--- src/rtl/hilo_pkg.sv ---
// Shared encodings for the HI/LO multiply/divide unit.
package hilo_pkg;

  localparam logic [1:0] OP_MULT  = 2'b00;
  localparam logic [1:0] OP_MULTU = 2'b01;
  localparam logic [1:0] OP_DIV   = 2'b10;
  localparam logic [1:0] OP_DIVU  = 2'b11;

  typedef enum logic [1:0] {IDLE, RUN, FIX} state_e;

  // Wide enough for any supported WIDTH; users slice the low WIDTH bits.
  localparam logic [63:0] DIV0_LO = '1;

endpackage

--- src/rtl/hilo_muldiv_core.sv ---
// Per-step datapath: shift-add multiply or restoring divide on unsigned magnitudes.
module muldiv_core #(
  parameter int WIDTH = 32
) (
  input  logic             clk,
  input  logic             rst,
  input  logic             load_i,
  input  logic             step_i,
  input  logic             div_i,
  input  logic [WIDTH-1:0] opnd_i,
  input  logic [WIDTH-1:0] init_lo_i,
  output logic             last_o,
  output logic [WIDTH-1:0] hi_o,
  output logic [WIDTH-1:0] lo_o
);

  localparam int CW = (WIDTH > 1) ? $clog2(WIDTH) : 1;

  logic             div_q;
  logic [WIDTH-1:0] opnd_q;
  logic [WIDTH-1:0] acc_q, acc_d;
  logic [WIDTH-1:0] sh_q, sh_d;
  logic [CW-1:0]    cnt_q;
  logic [WIDTH:0]   sum, rem_sh, diff;

  // acc holds product-high / partial remainder; sh holds multiplier / dividend-quotient.
  always_comb begin
    sum    = {1'b0, acc_q} + (sh_q[0] ? {1'b0, opnd_q} : {(WIDTH+1){1'b0}});
    rem_sh = {acc_q, sh_q[WIDTH-1]};
    diff   = rem_sh - {1'b0, opnd_q};
    acc_d  = sum[WIDTH:1];
    sh_d   = {sum[0], sh_q[WIDTH-1:1]};
    if (div_q) begin
      if (!diff[WIDTH]) begin
        acc_d = diff[WIDTH-1:0];
        sh_d  = {sh_q[WIDTH-2:0], 1'b1};
      end else begin
        acc_d = rem_sh[WIDTH-1:0];
        sh_d  = {sh_q[WIDTH-2:0], 1'b0};
      end
    end
  end

  always_ff @(posedge clk or posedge rst) begin
    if (rst) begin
      div_q  <= 1'b0;
      opnd_q <= '0;
      acc_q  <= '0;
      sh_q   <= '0;
      cnt_q  <= '0;
    end else if (load_i) begin
      div_q  <= div_i;
      opnd_q <= opnd_i;
      acc_q  <= '0;
      sh_q   <= init_lo_i;
      cnt_q  <= '0;
    end else if (step_i) begin
      acc_q  <= acc_d;
      sh_q   <= sh_d;
      cnt_q  <= cnt_q + 1'b1;
    end
  end

  assign last_o = (cnt_q == CW'(WIDTH - 1));
  assign hi_o   = acc_q;
  assign lo_o   = sh_q;

endmodule

--- src/rtl/hilo_muldiv.sv ---
// HI/LO registers with iterative MULT/MULTU/DIV/DIVU; fixed WIDTH+1 edge latency.
module hilo_muldiv
  import hilo_pkg::*;
#(
  parameter int WIDTH = 32
) (
  input  logic             clk,
  input  logic             rst,
  input  logic             start,
  input  logic [1:0]       op,
  input  logic [WIDTH-1:0] a,
  input  logic [WIDTH-1:0] b,
  input  logic             hi_we,
  input  logic             lo_we,
  input  logic [WIDTH-1:0] wdata,
  output logic             busy,
  output logic             done,
  output logic [WIDTH-1:0] hi,
  output logic [WIDTH-1:0] lo
);

  state_e           state_q;
  logic             busy_q, done_q;
  logic [WIDTH-1:0] hi_q, lo_q;
  logic             div_q, neg_q, rem_neg_q, div0_q;

  logic             is_signed, is_div, a_neg, b_neg, accept;
  logic [WIDTH-1:0] a_mag, b_mag;
  logic             core_last;
  logic [WIDTH-1:0] core_hi, core_lo;
  logic [2*WIDTH-1:0] prod;
  logic [WIDTH-1:0] hi_d, lo_d;

  assign is_signed = (op == OP_MULT) || (op == OP_DIV);
  assign is_div    = (op == OP_DIV) || (op == OP_DIVU);
  assign a_neg     = is_signed & a[WIDTH-1];
  assign b_neg     = is_signed & b[WIDTH-1];
  assign a_mag     = a_neg ? -a : a;
  assign b_mag     = b_neg ? -b : b;
  assign accept    = (state_q == IDLE) && start;

  muldiv_core #(.WIDTH(WIDTH)) u_core (
    .clk       (clk),
    .rst       (rst),
    .load_i    (accept),
    .step_i    (state_q == RUN),
    .div_i     (is_div),
    .opnd_i    (is_div ? b_mag : a_mag),
    .init_lo_i (is_div ? a_mag : b_mag),
    .last_o    (core_last),
    .hi_o      (core_hi),
    .lo_o      (core_lo)
  );

  // Sign correction applied to the unsigned core result during FIX.
  always_comb begin
    prod = {core_hi, core_lo};
    if (neg_q) prod = -prod;
    hi_d = prod[2*WIDTH-1:WIDTH];
    lo_d = prod[WIDTH-1:0];
    if (div_q) begin
      lo_d = neg_q ? -core_lo : core_lo;
      hi_d = rem_neg_q ? -core_hi : core_hi;
      if (div0_q) lo_d = DIV0_LO[WIDTH-1:0];
    end
  end

  always_ff @(posedge clk or posedge rst) begin
    if (rst) begin
      state_q   <= IDLE;
      busy_q    <= 1'b0;
      done_q    <= 1'b0;
      hi_q      <= '0;
      lo_q      <= '0;
      div_q     <= 1'b0;
      neg_q     <= 1'b0;
      rem_neg_q <= 1'b0;
      div0_q    <= 1'b0;
    end else begin
      done_q <= 1'b0;
      case (state_q)
        IDLE: begin
          if (hi_we) hi_q <= wdata;
          if (lo_we) lo_q <= wdata;
          if (start) begin
            state_q   <= RUN;
            busy_q    <= 1'b1;
            div_q     <= is_div;
            neg_q     <= a_neg ^ b_neg;
            rem_neg_q <= a_neg;
            div0_q    <= is_div && (b == '0);
          end
        end
        RUN: begin
          if (core_last) state_q <= FIX;
        end
        FIX: begin
          hi_q    <= hi_d;
          lo_q    <= lo_d;
          done_q  <= 1'b1;
          busy_q  <= 1'b0;
          state_q <= IDLE;
        end
        default: state_q <= IDLE;
      endcase
    end
  end

  assign busy = busy_q;
  assign done = done_q;
  assign hi   = hi_q;
  assign lo   = lo_q;

endmodule

--- config.mk ---
export PLATFORM = sky130hd
export DESIGN_NAME = hilo_muldiv
export DESIGN_NICKNAME = d
export VERILOG_FILES = /design/src/rtl/hilo_pkg.sv /design/src/rtl/hilo_muldiv_core.sv /design/src/rtl/hilo_muldiv.sv
export SDC_FILE = /design/constraint.sdc
export NUM_CORES = 1
export LEC_CHECK = 0
export ABC_CLOCK_PERIOD_IN_PS = 4100
export BUFFER_PORTS_ARGS = -buffer_cell sky130_fd_sc_hd__buf_4
export CAP_MARGIN = 20
export CORE_ASPECT_RATIO = 0.8
export CORE_MARGIN = 3
export CORE_UTILIZATION = 30
export DETAILED_ROUTE_END_ITERATION = 10
export GPL_TIMING_DRIVEN = 0
export HOLD_SLACK_MARGIN = 0.08
export SLEW_MARGIN = 20
export SYNTH_ARGS = -nofsm -noshare
export SYNTH_HDL_FRONTEND = slang
export SYNTH_HIERARCHICAL = 1
export SYNTH_SLANG_ARGS = --single-unit
--- constraint.sdc ---
create_clock -name clk -period 4.1 [get_ports clk]
set_clock_uncertainty 0.05 [all_clocks]
set_input_delay 0.615 -clock clk [delete_from_list [all_inputs] [get_ports clk]]
set_output_delay 0.615 -clock clk [all_outputs]
set_load 0.01 [all_outputs]
==> results of run 1 <==
worst max-delay path, cell delays in order (launching register included):
cell,delay [ns]
dfrtp_2,0.54
clkbuf_2,0.28
nand2_1,0.16
inv_1,0.06
ha_1,0.27
a21o_1,0.17
a21oi_1,0.13
o21ai_1,0.34
a21bo_4,0.27
a31oi_4,0.15
o31ai_4,0.37
o21ai_1,0.14
a31oi_1,0.27
nor4b_1,0.10
or4b_1,0.50
where the power goes:
group	internal, mW	switching, mW
registers	2.55	1.30
logic	4.40	6.58
clock network	0.933	0.758
total	7.88	8.63
timing repair:
action	4_1_cts	5_1_grt
endpoints found under the setup margin	7	3
gates resized for setup	2	6
gates cloned	0	0
per-layer routing:
metal	vias up	GRT usage, %	share of wire, %
met1	7713	33.4	47
met4	4	6.16	2.4
li1	7322	-	-
met3	90	4.79	9.4
met2	769	32.2	41
met5	-	1.70	0.22
final cells by class:
class	count	share of cell area (%)
Buffer	102	2.30
Inverter	77	1.63
Tap cell	675	4.65
Multi-Input combinational cell	1566	57.0
Sequential cell	174	24.0
Timing Repair Buffer	170	7.25
Clock buffer	23	2.58
Clock inverter	9	0.593
synthesized netlist by cell type, types with 19 or more instances:
| library cell | count |
|---|---|
| nor4_1 | 27 |
| xor2_1 | 61 |
| clkbuf_1 | 75 |
| o22ai_1 | 34 |
| dfrtp_1 | 174 |
| inv_1 | 73 |
| nand3_1 | 31 |
| nor3_1 | 45 |
| ha_1 | 70 |
| o21ai_0 | 188 |
| a22oi_1 | 29 |
| mux2i_1 | 118 |
| nor2_1 | 143 |
| o21ai_1 | 22 |
| or3_1 | 22 |
| a31oi_1 | 21 |
| or4_1 | 19 |
| a21oi_1 | 148 |
| a21o_1 | 35 |
| and2_1 | 39 |
| nand2_1 | 189 |
| xnor2_1 | 104 |
through the flow:
| step | instances | util (%) | area [sq um] |
|---|---|---|---|
| after floorplan | 1919 | - | 15400 |
| after global placement | 2762 | 34.8 | 17500 |
| after detailed placement | 2764 | 35.0 | 17600 |
| after CTS | 2796 | 36.1 | 18100 |
| after global routing | 2796 | 36.1 | 18200 |
| final | 2796 | 36.1 | 18200 |
registers in the layout, summed over array words and instances (netlist names):
signal         cells
div0_q             1
u_core/hi_o       32
u_core/opnd_q     32
lo                32
busy               1
neg_q              1
hi                32
u_core/lo_o       32
u_core/div_q       1
rem_neg_q          1
u_core/cnt_q       5
done               1
div_q              1
state_q            2
worst min path at each step:
stage	start	to	slack, ns	cells past startpoint
after CTS	rst	hi[13]	0.08	2
after global routing	rst	hi[13]	0.10	2
after floorplan	div0_q	div0_q	0.42	2
after detailed placement	lo[7]	lo[7]	0.43	2
after global placement	lo[1]	lo[1]	0.42	2
final	rst	hi[13]	0.09	2
cell families (layout without fill, tap and decap cells):
family                     count (synthesis)  after routing  share of synthesized area [%]
AOI/OAI and AO/OA                        594            594                           24.0
xor gates and xnor gates                 165            165                           9.39
DFF                                      174            174                           28.3
muxes                                    119            119                           7.74
adders and majority gates                 72             72                           5.95
and+or+nand+nor                          616            616                           20.0
buffers and inverters                    179            381                           4.57
==> qor.yml, run 1 <==
status:
  status: "finished, final reports clean"
worst_setup_path:
  startpoint: "u_core/lo_o[0]"
  crit_fanout: 11
  path_class: "reg2reg"
  arrival_ns: 4.20
  r2r_slack_ns: 0.16
  r2r-end: "u_core/hi_o[30]"
  r2r_cells: 14
  reg2reg_from: "u_core/lo_o[0]"
  start_kind: "flip-flop"
  crit_end: "u_core/hi_o[30]"
  setup.worst_path.end_class: "flip-flop"
  crit_required_ns: 4.36
clock_tree:
  postCtsSetupBuffers: 0
  cts_tree: "built"
  clk_pin_slew_ns: 0.08
  clock_latency_ns: 0.45
  cts-root-buf: "clkbuf_16"
  cts_buffers: 17
  ctsHoldBuffers: 0
  cts_max_level: 4
  clkSinkCount: 174
  cts.path.max_buffers: 2
finish:
  nFillCells: 5273
  final_common_cell: "nand2_1"
  area_growth_pct: 17.9
  num_antenna_cells: 0
  multi_input_area_sq_mm: 0.0104
  layout_common_cells: "189 x nand2_1, 188 x o21ai_0, 173 x dfrtp_1"
  drive_above_1_share_pct: 12.8
  fin_nets: 2283
  seqCellArea_sq_mm: 0.00436
global_route:
  overflow: 0
  grt_antenna_before_repair: 3
  grt_max_degree: 74
  grt_pass1_wl_um: 93200
  grt_pass1_vias: 15049
  grt_usage_pct: 22.4
synth:
  yosysSeqAreaShare_pct: 28.3
  yosysWarnings: 6
  async_flop_share_pct: 100
  synth_cell_types: 97
  synth_nets: 2094
  yosys-top-cells-area: "dfrtp_1 28%, mux2i_1 7.7%, o21ai_0 6.1%"
  avgSynthCellArea_sq_um: 8.02
  synth-main-ff-cell: "dfrtp_1"
  synth_top_area_share_pct: 28.3
  synth_area_leader_cell: "dfrtp_1"
  synth_seq_cells: 174
  synth_edf_count: 0
  mappedNetlistArea_sq_mm: 0.0154
  synthCells: 1919
place:
  dpl.hpwl_um: 50900
  io_buffers: 168
  pre_cts_slack_ns: -0.167
  gp_congestion: 0.998
timing:
  drv_slew: 0
  hold_viol: 0
  rsz0062_at_grt: "false"
  slew_headroom_pct: 25.5
  setup_viol: 0
  fmax_mhz: 254
  finalWorstSetupSlack_ns: 0.160
  tightest_slew_ns: 1.11
  whs_ns: 0.0898
  period_minus_slack_ns: 3.94
  min_period_over_period_pct: 96.1
  fin_tns_setup_ns: 0
flow_run:
  drv_cap: 0
floorplan:
  row_count: 73
  die_h_um: 209
  core_area_sq_mm: 0.0502
  initial_core_util_pct: 30.7
  die-area_sq_mm: 0.0541
  fp.dieW_um: 259
  boundaryPins: 169
drt:
  via_count: 15898
  wl_um: 62200
  drcViolationCount: 0
  drt_first_pass_iters: 8
  wire_per_inst_um: 22.2
  first_iter_violations: 1593
  ant_nets: 0
  viasPerCell: 5.69
min_path:
  hold_class: "in2async"
power:
  power_density_mw_per_mm2: 910
  ir_drop_mv: 0.349
  p_total_mw: 16.5
  p_leak_nw: 7.82
Note: power is estimated with default switching activity, not from simulation.
==> inputs of run 2 (changes only) <==
--- a/config.mk
+++ b/config.mk
@@ -8,9 +8,9 @@
 export ABC_CLOCK_PERIOD_IN_PS = 4100
 export BUFFER_PORTS_ARGS = -buffer_cell sky130_fd_sc_hd__buf_4
 export CAP_MARGIN = 20
-export CORE_ASPECT_RATIO = 0.8
+export CORE_ASPECT_RATIO = 1.1
 export CORE_MARGIN = 3
-export CORE_UTILIZATION = 30
+export CORE_UTILIZATION = 29
 export DETAILED_ROUTE_END_ITERATION = 10
 export GPL_TIMING_DRIVEN = 0
 export HOLD_SLACK_MARGIN = 0.08
==> run 2 against run 1 <==
Critical endpoint is now u_core/hi_o[24]. Cell area rose by 0.54%. Critical path depth stayed put. Largest power group unchanged. Final cell count fell by 0.25%. Sequential power down 1%. First-iteration DRC count is 24% lower. Sequential cell count unchanged. Global-route usage is 0.20 points lower. Die area is 3.3% higher. Combinational power hardly changed.
==> qor.yml, run 2 (same netlist as run 1, synthesis figures left out) <==
worst_setup_path:
  setup.worst_path.end_class: "flip-flop"
  arrival_ns: 4.19
  reg2reg_from: "u_core/lo_o[31]"
  crit_required_ns: 4.37
  r2r_slack_ns: 0.18
  path_class: "reg2reg"
  r2r-end: "u_core/hi_o[24]"
  crit_fanout: 10
  start_kind: "flip-flop"
  r2r_cells: 14
finish:
  layout_common_cells: "189 x nand2_1, 188 x o21ai_0, 173 x dfrtp_1"
  stdcell_count: 2789
  fin_nets: 2284
  num_antenna_cells: 0
  drive_above_1_share_pct: 12.9
  final_common_cell: "nand2_1"
  finalInstanceArea_sq_mm: 0.0183
  area_growth_pct: 18.6
floorplan:
  die-area_sq_mm: 0.0559
  die_h_um: 248
  row_count: 87
  initial_core_util_pct: 29.7
  core_area_sq_mm: 0.0519
  fp.dieW_um: 226
  boundaryPins: 169
power:
  p_leak_nw: 7.87
  p_total_mw: 16.6
  power_density_mw_per_mm2: 907
  ir_drop_mv: 0.446
place:
  place_inst: 2756
  pre_cts_slack_ns: -0.204
  io_buffers: 168
  place_area_sq_mm: 0.0176
  gp_congestion: 0.949
  dpl.hpwl_um: 51800
clock_tree:
  clock_latency_ns: 0.47
  clk_pin_slew_ns: 0.08
  clkSinkCount: 174
  cts_buffers: 17
  cts_tree: "built"
  cts.path.max_buffers: 2
  cts_max_level: 4
  postCtsSetupBuffers: 0
  cts-root-buf: "clkbuf_16"
global_route:
  grt_max_degree: 62
  grt_antenna_before_repair: 0
  overflow: 0
  grt_pass1_wl_um: 94200
  grt_pass1_vias: 15230
  grt_usage_pct: 22.2
timing:
  whs_ns: 0.367
  min_period_over_period_pct: 95.5
  tightest_slew_ns: 0.895
  hold_viol: 0
  slew_headroom_pct: 39.8
  finalWorstSetupSlack_ns: 0.183
  period_minus_slack_ns: 3.92
  setup_viol: 0
  drv_slew: 0
  fmax_mhz: 255
  rsz0062_at_grt: "false"
drt:
  ant_nets: 0
  wl_um: 63400
  drcViolationCount: 0
  via_count: 15723
  first_iter_violations: 1210
  viasPerCell: 5.64
  wire_per_inst_um: 22.7
  drt_first_pass_iters: 5
min_path:
  whs_path_depth: 3
  hold_start: "wdata[25]"
  min_to: "hi[25]"
  hold_class: "in2reg"
flow_run:
  drv_cap: 0
status:
  status: "finished, final reports clean"
## run 2: cell count changes in the layout (fill, tap and decap cells not counted), sizes merged
cell	delta
clkinv	-2
bufinv	+3
inv	+3
clkbuf	-4
dlygate4sd3	+1
## run 2: timing repair
| item | in CTS | in global routing |
|---|---|---|
| setup endpoints to repair | 9 | 4 |
| hold endpoints to repair | 15 | 0 |
| hold buffers | 1 | 0 |
| cloned | 0 | 0 |
| resized for setup | 2 | 4 |
## run 2: area by class of cell
cell class | instances | area [sq um]
Fill cell | 5415 | 33700
Inverter | 77 | 297
Timing Repair Buffer | 171 | 1330
Buffer | 102 | 417
Tap cell | 667 | 835
Sequential cell | 174 | 4360
Clock inverter | 13 | 223
Multi-Input combinational cell | 1566 | 10300
Clock buffer | 19 | 453
## run 2: worst max path at each step
stage          cells past startpoint              end            start
2_1_floorplan                      1  u_core/cnt_q[0]              rst
3_3_place_gp                       2  u_core/lo_o[23]              rst
3_5_place_dp                      13  u_core/hi_o[19]   u_core/lo_o[0]
4_1_cts                           13  u_core/hi_o[25]   u_core/lo_o[0]
5_1_grt                           13  u_core/hi_o[19]   u_core/lo_o[0]
6_report                          14  u_core/hi_o[24]  u_core/lo_o[31]
## run 2: through the flow
step / util (%) / TNS, ns
finish: 35.2 / 0
global route: 35.2 / 0
CTS: 35.1 / 0
detailed placement: 33.8 / -0.751
global placement: 33.7 / -68.07
floorplan: - / 0
## run 2: per-layer routing
layer | vias up | track usage [%] | routed length [um]
li1 | 7339 | - | -
met1 | 7607 | 28.7 | 27700
met2 | 648 | 36.3 | 28800
met3 | 129 | 3.26 | 3860
met4 | 0 | 10.6 | 3090
met5 | - | 0 | 0
## run 2: report_power, final
part           internal (mW)  switching (mW)
sequential              2.55            1.25
clock                   1.13           0.791
combinational           4.40            6.44
total                   8.08            8.48
## run 2: worst max-delay path, stage by stage, from the launching register on
cell and delay [ns]:
dfrtp_1 0.60, inv_1 0.09, ha_1 0.24, fa_1 0.40, nand2b_1 0.20, a21oi_1 0.27, o211ai_2 0.16, a21boi_2 0.25
o21ai_4 0.12, a21oi_2 0.22, nor3_1 0.11, nor2_2 0.35, buf_4 0.32, mux2i_1 0.27, a31oi_1 0.12
